===== config.mk =====
export PLATFORM = sky130hd
export DESIGN_NAME = error_counter_arb
export DESIGN_NICKNAME = d
export VERILOG_FILES = /design/src/rtl/error_counter_arb.sv
export SDC_FILE = /design/constraint.sdc
export NUM_CORES = 1
export LEC_CHECK = 0
export CAP_MARGIN = 20
export CORE_ASPECT_RATIO = 1.4
export CORE_MARGIN = 2
export CORE_UTILIZATION = 30
export CTS_CLUSTER_DIAMETER = 60
export DETAILED_ROUTE_END_ITERATION = 8
export GPL_ROUTABILITY_DRIVEN = 0
export PLACE_DENSITY = 0.57
export SYNTH_ARGS = -nofsm -noshare
export SYNTH_HDL_FRONTEND = slang
export SYNTH_SLANG_ARGS = --single-unit

===== constraint.sdc =====
create_clock -name clk -period 3.25 [get_ports clk]
set_input_delay 0.4875 -clock clk [delete_from_list [all_inputs] [get_ports clk]]
set_output_delay 0.4875 -clock clk [all_outputs]
set_load 0.03 [all_outputs]

===== src/rtl/error_counter_arb.sv =====
// Arbitrated up/down error counter: buffers AGC and loop step requests per source
// and applies one step per timing slot under round-robin arbitration.
module error_counter_arb #(
  parameter int unsigned LIMIT    = 384,
  parameter int unsigned PEND_MAX = 3,
  // Count is sized to hold the full -LIMIT..+LIMIT range.
  localparam int unsigned CW      = $clog2(LIMIT + 1) + 1
) (
  input  logic                 clk,
  input  logic                 rst_n,
  input  logic                 ec_enable,
  input  logic                 agc_plus,
  input  logic                 agc_minus,
  input  logic                 _pPGH,
  input  logic                 _mPGH,
  input  logic                 slot,
  output logic signed [CW-1:0] count,
  output logic                 at_limit,
  output logic                 pend_ovf,
  output logic                 dac_strobe
);

  localparam int unsigned PW = $clog2(PEND_MAX + 1) + 1;
  localparam logic signed [CW-1:0] LIM_P  = CW'(LIMIT);
  localparam logic signed [CW-1:0] LIM_N  = -LIM_P;
  localparam logic signed [PW:0]   PMAX_P = (PW + 1)'(PEND_MAX);
  localparam logic signed [PW:0]   PMAX_N = -PMAX_P;

  typedef enum logic {SRC_AGC = 1'b0, SRC_LOOP = 1'b1} src_e;

  logic signed [PW-1:0] pend_agc, pend_agc_nx;
  logic signed [PW-1:0] pend_loop, pend_loop_nx;
  logic signed [CW-1:0] count_nx;
  logic                 pend_ovf_nx, dac_strobe_nx;
  src_e                 last_served, last_served_nx;
  logic                 prev_p, prev_m;
  logic signed [1:0]    req_agc, req_loop, step;
  logic                 agc_nz, loop_nz, serve_agc, serve_loop;
  logic                 drop_agc, drop_loop;

  // Direction of one step toward zero for a buffer value.
  function automatic logic signed [1:0] sgn(input logic signed [PW-1:0] v);
    if (v == '0) return 2'sd0;
    return v[PW-1] ? -2'sd1 : 2'sd1;
  endfunction

  // Combine request and serve; on overflow the request is dropped but the serve stands.
  function automatic logic [PW:0] buf_next(input logic signed [PW-1:0] pend,
                                           input logic signed [1:0]    req,
                                           input logic                 serve);
    logic signed [1:0]  sv;
    logic signed [PW:0] pext, rext, sext, sum, alt;
    sv   = serve ? sgn(pend) : 2'sd0;
    pext = {pend[PW-1], pend};
    rext = {{(PW - 1){req[1]}}, req};
    sext = {{(PW - 1){sv[1]}}, sv};
    sum  = pext + rext - sext;
    alt  = pext - sext;
    if (sum > PMAX_P || sum < PMAX_N) return {1'b1, alt[PW-1:0]};
    return {1'b0, sum[PW-1:0]};
  endfunction

  function automatic logic signed [1:0] req_of(input logic up, input logic dn);
    case ({up, dn})
      2'b10:   return 2'sd1;
      2'b01:   return -2'sd1;
      default: return 2'sd0;
    endcase
  endfunction

  always_comb begin
    req_agc  = req_of(agc_plus, agc_minus);
    req_loop = req_of(prev_p & ~_pPGH, prev_m & ~_mPGH);

    agc_nz     = (pend_agc != '0);
    loop_nz    = (pend_loop != '0);
    serve_agc  = slot & agc_nz & (~loop_nz | (last_served == SRC_LOOP));
    serve_loop = slot & loop_nz & ~serve_agc;

    step = serve_agc ? sgn(pend_agc) : (serve_loop ? sgn(pend_loop) : 2'sd0);

    count_nx = count;
    if (step == 2'sd1 && count != LIM_P)       count_nx = count + CW'(1);
    else if (step == -2'sd1 && count != LIM_N) count_nx = count - CW'(1);

    {drop_agc, pend_agc_nx}   = buf_next(pend_agc, req_agc, serve_agc);
    {drop_loop, pend_loop_nx} = buf_next(pend_loop, req_loop, serve_loop);
    pend_ovf_nx = pend_ovf | drop_agc | drop_loop;

    last_served_nx = last_served;
    if (slot && agc_nz && loop_nz) last_served_nx = serve_agc ? SRC_AGC : SRC_LOOP;

    // Disabled: hold everything cleared and hand the first contest to AGC.
    if (!ec_enable) begin
      count_nx       = '0;
      pend_agc_nx    = '0;
      pend_loop_nx   = '0;
      pend_ovf_nx    = 1'b0;
      last_served_nx = SRC_LOOP;
    end

    dac_strobe_nx = (count_nx != count);
  end

  always_ff @(posedge clk or negedge rst_n) begin
    if (!rst_n) begin
      count       <= '0;
      pend_agc    <= '0;
      pend_loop   <= '0;
      pend_ovf    <= 1'b0;
      dac_strobe  <= 1'b0;
      last_served <= SRC_LOOP;
      prev_p      <= 1'b1;
      prev_m      <= 1'b1;
    end else begin
      count       <= count_nx;
      pend_agc    <= pend_agc_nx;
      pend_loop   <= pend_loop_nx;
      pend_ovf    <= pend_ovf_nx;
      dac_strobe  <= dac_strobe_nx;
      last_served <= last_served_nx;
      prev_p      <= _pPGH;
      prev_m      <= _mPGH;
    end
  end

  assign at_limit = (count == LIM_P) | (count == LIM_N);

endmodule


Word level (Yosys, flattened, before mapping)
Cells that the tools add are included.

word-level totals
  bits in registers = 21
  input port bits = 8
  output and inout bits = 13
  word-level logic and storage cells = 84

operators by class
  add/sub/neg operators = 8
  $lt $le $gt $ge = 4
  equal/unequal tests = 12
  multiplexer cells = 28
  bitwise logic cells = 14
  reductions and logical operators = 10

operators with widths
  cell                   number
  $mux 10                3
  $eq 10x10->1 const B   2
  $ne 10x10->1 const B   2
  $mux 2                 9
  $mux 4                 4
  $add 10x2->10 const B  1
  $ne 10x10->1           1
  $sub 10x2->10 const B  1
  $add 3x2->4            2
  $gt 4x3->1 const B     2
  $lt 4x3->1 const B     2
  $mux 1                 8
  $pmux 2 s2             2
  $sub 4x2->4            2
  $and 1x1->1            6
  $eq 2x1->1 const B     3
  $eq 2x2->1 const B     3
  $logic_not 3->1        2
  $mux 3                 2
  $reduce_bool 3->1      2
  $sub 3x2->3            2
  $logic_and 1x1->1      4
  $not 1->1              4
  $or 1x1->1             4
  2 further kinds        3

Logic depth before layout (Yosys ltp)
Gate-level depths: netlist of the first run.

  depth after elaboration = 14
  mapped depth = 13

Worst setup path after synthesis of the first run
OpenSTA, ideal clock, no wires.

  kind = register to register
  start = register pend_agc[1]
  end = register pend_loop[0]
  setup time = 0.119 ns
  data arrival time = 3.084 ns
  data required time = 3.131 ns
  path slack = 0.047 ns
  stages on the path, launching flop included = 12
  buffers on the path = 1
  path through = dfrtp_1 > or3_1 > buf_6 > a21o_4 > fa_1 > ha_1 > a21o_1 > a21oi_1 > xnor2_1 > mux2_2 > mux2i_1 > and2_1

between the ends
  longest elaborated chain between the ends = 12
  elaborated cells on any way between the ends = 15

RTL lines
  item                                             line  source
  start, declared                                  31    logic signed [PW-1:0] pend_agc, pend_agc_nx;
  start signal, assigned                           117   pend_agc <= pend_agc_nx;
  $reduce_bool 3->1 *                              75    agc_nz = (pend_agc != '0);
  $and 1x1->1 * (2 in a row)                       77    serve_agc = slot & agc_nz & (~loop_nz | (last_served == SRC_LOOP));
  $not 1->1 *                                      78    serve_loop = slot & loop_nz & ~serve_agc;
  $and 1x1->1 *                                    78
  $mux 2 *                                         53    sv = serve ? sgn(pend) : 2'sd0;
  $sub 4x2->4                                      57    sum = pext + rext - sext;
  $gt 4x3->1 / $lt 4x3->1 (equally long branches)  59    if (sum > PMAX_P || sum < PMAX_N) return {1'b1, alt[PW-1:0]};
  $logic_or 1x1->1                                 59
  $mux 1                                           59
  $mux 4 *                                         60    return {1'b0, sum[PW-1:0]};
  $mux 3 *                                         94    if (!ec_enable) begin
  named net pend_loop_nx[0]                        32    logic signed [PW-1:0] pend_loop, pend_loop_nx;
  end signal, assigned                             118   pend_loop <= pend_loop_nx;
  end, declared                                    32

The timed path passes the listed nets; every way through them passes the cells marked *. The select of a mux whose other input is x is not followed.
A chain may end at the register's enable or synchronous reset.

Worst setup path in the final report of the first run
  start = register pend_agc[0]
  end = register pend_loop[0]

The elaborated chain is that of the path after synthesis.

==> impl_metrics.json, run 1 <==
{
  "status": "complete, no violations",
  "portBuffers": 20,
  "slowest_stage": "fa_1",
  "multi_input_area_mm2": 0.001309,
  "synth_area_leaders": "dfrtp_1 23%, ha_1 11%, fa_1 8.3%",
  "netlist_instances": 201,
  "clockBufferDepth": 2,
  "maxCapViolCount": 0,
  "grt_util_all_layers": 0.1380,
  "rsz0062_at_grt": "no",
  "coreArea_mm2": 0.006211,
  "leakage_nw": 1.116,
  "dp_cells": 312,
  "die_x_um": 71.87,
  "tritoncts": "yes",
  "yosysUniqueCellTypes": 57,
  "relSlewSlack": 0.6753,
  "crit_type": "reg2reg",
  "holdCritPathClass": "in2async",
  "dp.final_hpwl_mm": 3.581,
  "fmax_mhz": 322.1,
  "grtUsageMet3": 0.01329,
  "setup_viol": 0,
  "yosys-top-cells-count": "21 x inv_1, 18 x dfrtp_1, 17 x ha_1",
  "max_stage_delay_ns": 0.47,
  "grt_start_max_net_pins": 22,
  "dieArea_mm2": 0.007115,
  "firstDrtPassIters": 4,
  "layout-drive-gt1-share": 0.2065,
  "seqCellArea_um2": 529.3,
  "synthArstFlopShare": 1.000,
  "min_period_ns": 3.105,
  "cp_cell_sequence": "or3_4, a21o_4, fa_1, buf_4, fa_1, xor2_2, buf_4, mux2_4, mux2i_1, and2_1",
  "n_fill_cell": 646,
  "stdcell_count": 319,
  "timing.hold.ws_ns": 0.4646,
  "grt_overflow": 0,
  "grt_use_met2": 0.2472,
  "synth_edf_count": 0,
  "fin_skew_ns": 0.006326,
  "avgSynthCellArea_um2": 9.624,
  "drt_iter0_markers": 65,
  "cts_root_buf": "clkbuf_8",
  "power_per_cell_area_mw_per_mm2": 1033,
  "irDropWorstVdd_v": 0.0003167,
  "synth_ff_type": "dfrtp_1",
  "antenna_found_initial": 0,
  "vias": 1630,
  "antennaDiodeCount": 0,
  "synth_top_cell_area_share": 0.2329,
  "min_period_over_period": 0.9554,
  "postCtsHoldBufs": 0,
  "routedWlPerCell_um": 14.44,
  "vias_per_cell": 5.110,
  "initial_utilization": 0.3114,
  "numCtsBuffers": 3,
  "cts_htree_levels": 1,
  "ys_seq_area_frac": 0.2736,
  "drt-total-wl_mm": 4.606,
  "worstPathArrival_ns": 3.27,
  "netlist_area_mm2": 0.001934,
  "required_ns": 3.41,
  "yosysMostFrequentCell": "inv_1",
  "die_h_um": 99.01,
  "cts_sinks": 21,
  "yosys.area.top_type": "dfrtp_1",
  "ys_seq_elements": 21,
  "met1_usage": 0.1739,
  "clk_latency_ns": 0.26,
  "grt_pass1_vias": 1681,
  "crit_fanout": 4,
  "hold_violations": 0,
  "cp-start-kind": "flop",
  "grt_pass1_wl_mm": 7.886,
  "clk_pin_slew_ns": 0.08,
  "io_pins": 21,
  "ys_warn_count": 0,
  "drc": 0,
  "worstSetupEndpointType": "flop",
  "path_buf_inv": 2,
  "syn_to_final_growth_pct": 28.72,
  "crit_family": "adder cells",
  "worst_pin_slew_ns": 0.4826,
  "rows": 34,
  "syn-num-nets": 234,
  "ant_nets": 0,
  "slew_viol_final": 0,
  "nets": 281,
  "busiest_layer": "met2"
}
## layout make-up
type | instances | share of cell area
multi-input cells | 153 | 0.5256
well taps | 72 | 0.03618
flip-flops and latches | 21 | 0.2126
clock buffers | 4 | 0.01809
repair buffers | 46 | 0.1678
inverters | 23 | 0.03970
## cell families after synthesis
group / Yosys count / share of synthesized area
AOI/OAI and AO/OA: 44 / 0.1733
muxes: 6 / 0.03234
xor gates and xnor gates: 15 / 0.06792
adders and majority gates: 25 / 0.1928
DFF: 21 / 0.2736
and+or+nand+nor: 63 / 0.1934
buffers and inverters: 27 / 0.06662
## path summary, 6_finish.rpt
| path | cells past startpoint | startpoint | slack [ns] | to |
|---|---|---|---|---|
| max in group asynchronous | 2 | rst_n | 2.31 | last_served$_DFFE_PN1P_ |
| max | 10 | pend_agc[0]$_DFF_PN0_ | 0.15 | pend_loop[0]$_DFF_PN0_ |
| max reg2reg | 10 | pend_agc[0]$_DFF_PN0_ | 0.15 | pend_loop[0]$_DFF_PN0_ |
| min reg2reg | 1 | pend_ovf$_DFF_PN0_ | 0.53 | pend_ovf$_DFF_PN0_ |
| min in group clk | 1 | pend_ovf$_DFF_PN0_ | 0.53 | pend_ovf$_DFF_PN0_ |
| min | 1 | rst_n | 0.46 | dac_strobe$_DFF_PN0_ |
## cells in the final DEF, fill, tap and decap left out, drive strengths merged, types with 3 or more instances in the layout
master / synthesis / final
clkdlybuf4s50: 0 / 19
inv: 22 / 22
nor4: 4 / 4
dfstp: 3 / 3
nand2: 9 / 9
nand2b: 3 / 3
buf: 3 / 26
nand3: 5 / 5
a21o: 4 / 4
dfrtp: 18 / 18
or3: 4 / 4
xor2: 6 / 6
nor3: 8 / 8
xnor2: 9 / 9
and2: 9 / 9
ha: 17 / 17
nor2: 8 / 8
a21oi: 6 / 6
o21ai: 11 / 11
mux2i: 4 / 4
a21boi: 3 / 3
or4: 3 / 3
o211ai: 4 / 4
clkbuf: 1 / 4
fa: 8 / 8
## per-stage QoR
step,power (mW),setup TNS [ns],area [um^2],utilization,worst slack [ns]
after floorplan,1.662,0,1934,-,0.04685
after global placement,2.265,-0.4860,2367,0.3811,-0.1324
after detailed placement,2.280,-0.5525,2367,0.3811,-0.1650
after CTS,2.468,0,2412,0.3884,0.03593
after global routing,2.821,0,2490,0.4009,0.01657
final,2.572,0,2490,0.4009,0.1451
## report_power, final
group          leakage (nW)  internal [mW]  switching, mW  total [mW]
clock network        0.0228         0.0875         0.0860       0.173
registers             0.269          0.351          0.130       0.481
logic                 0.825           1.00          0.914        1.92
## sequential cells by signal, summed over array words and instances (netlist names)
register and count:
pend_loop 3, dac_strobe 1, pend_agc 3, prev_p 1, pend_ovf 1, count 10, prev_m 1, last_served 1
## repair_timing
item | CTS | global route
setup buffers | 0 | 2
endpoints found under the setup margin | 0 | 4
gates resized for setup | 0 | 7
## routing by layer
layer	part of all wire	vias up
met3	0.023	7
met4	0.013	0
met5	0	-
met2	0.53	18
li1	-	806
met1	0.43	799
Power figures use the tool's default switching activity.
==> run 2: changes to the inputs <==
--- a/config.mk
+++ b/config.mk
@@ -5,6 +5,7 @@
 export SDC_FILE = /design/constraint.sdc
 export NUM_CORES = 1
 export LEC_CHECK = 0
+export ABC_CLOCK_PERIOD_IN_PS = 3250
 export CAP_MARGIN = 20
 export CORE_ASPECT_RATIO = 1.4
 export CORE_MARGIN = 2
@@ -13,6 +14,7 @@
 export DETAILED_ROUTE_END_ITERATION = 8
 export GPL_ROUTABILITY_DRIVEN = 0
 export PLACE_DENSITY = 0.57
+export REMOVE_ABC_BUFFERS = 1
 export SYNTH_ARGS = -nofsm -noshare
 export SYNTH_HDL_FRONTEND = slang
 export SYNTH_SLANG_ARGS = --single-unit
==> run 2 against run 1 <==
Non-clock buffer count grew 1. Critical endpoint unchanged. Total power shrank 1.6%. Die area is the same. Sequential share of layout area grew 0.054 points. Largest power group unchanged. Final area shrank 0.25%. Via count shrank 1.4%. Core utilization shrank 0.10 points. Clock power is essentially flat. Final cell count grew 0.31%. Combinational power shrank 2%. Critical path type is now in2reg.
==> impl_metrics.json, run 2 (synthesized netlist as in run 1, its figures left out) <==
{
  "cp_cell_sequence": "clkdlybuf4s50_1, nand2_1, a21o_4, fa_1, buf_4, fa_1, xor2_1, o21ai_0, mux2_4, mux2i_1, and2_1",
  "grt_overflow": 0,
  "irDropWorstVdd_v": 0.0002688,
  "dp.final_hpwl_mm": 3.695,
  "drt_iter0_markers": 58,
  "nets": 282,
  "power_per_cell_area_mw_per_mm2": 1019,
  "setup_tns_ns": 0,
  "clk_latency_ns": 0.27,
  "dieArea_mm2": 0.007115,
  "grt_util_all_layers": 0.1431,
  "worst_pin_slew_ns": 0.5111,
  "drt-total-wl_mm": 4.662,
  "ant_nets": 0,
  "crit_type": "in2reg",
  "rows": 34,
  "status": "complete, no violations",
  "relSlewSlack": 0.6582,
  "clk_pin_slew_ns": 0.07,
  "cp-start-kind": "primary input",
  "fmax_mhz": 316.8,
  "required_ns": 3.41,
  "cts_root_buf": "clkbuf_8",
  "vias": 1607,
  "cts_sinks": 21,
  "hold_violations": 0,
  "crit_top_cell": "fa_1",
  "portBuffers": 20,
  "postCtsSetupBuffers": 0,
  "final_common_cell": "buf_4",
  "numCtsBuffers": 3,
  "die_x_um": 71.87,
  "vias_per_cell": 5.022,
  "die_h_um": 99.01,
  "regMostFlops": "count",
  "syn_to_final_growth_pct": 28.40,
  "place_ws_ns": -0.1943,
  "coreArea_mm2": 0.006211,
  "slowest_stage": "clkdlybuf4s50_1",
  "initial_utilization": 0.3114,
  "final.setup.worst_slack_ns": 0.09337,
  "dp_cells": 315,
  "total_power_mw": 2.531,
  "cts_htree_levels": 1,
  "slew_viol_final": 0,
  "seqCellArea_um2": 529.3,
  "layout-drive-gt1-share": 0.2056,
  "fin_area_mm2": 0.002484,
  "leakage_nw": 1.110,
  "firstDrtPassIters": 4,
  "antennaDiodeCount": 0,
  "routedWlPerCell_um": 14.57,
  "io_pins": 21,
  "grt_pass1_wl_mm": 8.010,
  "worstPathArrival_ns": 3.32,
  "n_fill_cell": 634,
  "min_period_over_period": 0.9713,
  "rsz0062_at_grt": "yes",
  "clockBufferDepth": 2,
  "dpl_cell_area_mm2": 0.002390,
  "multi_input_area_mm2": 0.001310,
  "grt_pass1_vias": 1683,
  "min_period_ns": 3.157,
  "layout_common_cells": "26 x buf_4, 21 x inv_1, 20 x clkdlybuf4s50_1, 18 x dfrtp_1, 17 x ha_1",
  "reg_top3": "count x10, pend_agc x3, pend_loop x3",
  "tritoncts": "yes",
  "crit_fanout": 5,
  "timing.hold.ws_ns": 0.3929,
  "fin_skew_ns": 0.003600,
  "drc": 0,
  "antenna_found_initial": 0,
  "largest_reg_flops": 10,
  "final_core_util": 0.3999,
  "maxCapViolCount": 0,
  "setup_viol": 0,
  "max_stage_delay_ns": 0.59,
  "holdCritPathClass": "in2async",
  "worstSetupEndpointType": "flop",
  "stdcell_count": 320,
  "grt_start_max_net_pins": 21
}
[run 2: cell count changes in the layout (fill, tap and decap cells not counted), sizes merged]
cell	previous run	this run
buf	26	27
clkdlybuf4s50	19	20
dlymetal6s2s	1	0
[run 2: worst max-delay path: cells and delay by family]
kind,cells,cell delay (ns)
compound gates,2,0.33
xor+xnor,1,0.20
fa+ha+maj,2,0.89
buf+inv,2,0.74
mux,2,0.42
simple gates,2,0.24
[run 2: cell type report]
cell class / instances / area share
Multi-Input combinational cell: 153 / 0.5275
Sequential cell: 21 / 0.2131
Timing Repair Buffer: 47 / 0.1652
Inverter: 23 / 0.03980
Tap cell: 72 / 0.03627
Clock buffer: 4 / 0.01814
[run 2: repair_timing]
| action | 4_1_cts | 5_1_grt |
|---|---|---|
| hold buffers | 0 | 0 |
| endpoints found under the hold margin | 0 | 0 |
| gates resized for setup | 0 | 6 |
| setup endpoints to repair | 0 | 5 |
[run 2: worst paths after layout]
path / startpoint / slack, ns / depth (start not counted) / endpoint
setup / recovery: slot / 0.09 / 11 / pend_loop[0]$_DFF_PN0_
hold / removal: rst_n / 0.39 / 1 / pend_agc[2]$_DFF_PN0_
setup reg to reg: pend_agc[0]$_DFF_PN0_ / 0.16 / 10 / pend_loop[0]$_DFF_PN0_
hold reg to reg: pend_ovf$_DFF_PN0_ / 0.52 / 1 / pend_ovf$_DFF_PN0_
max in group asynchronous: rst_n / 2.29 / 3 / prev_m$_DFF_PN1_
min in group clk: pend_ovf$_DFF_PN0_ / 0.52 / 1 / pend_ovf$_DFF_PN0_
[run 2: where the power goes]
part           internal (mW)  leakage [nW]  switching (mW)
Combinational          0.981         0.819           0.898
Sequential             0.351         0.269           0.128
Clock                 0.0876        0.0228          0.0860
Total                   1.42          1.11            1.11
[run 2: routing by layer]
layer	track usage	part of all wire	vias up
met5	0	0	-
met4	0.05951	0.023	0
met3	0.01431	0.015	7
met2	0.2578	0.53	17
met1	0.1698	0.43	771
li1	-	-	812
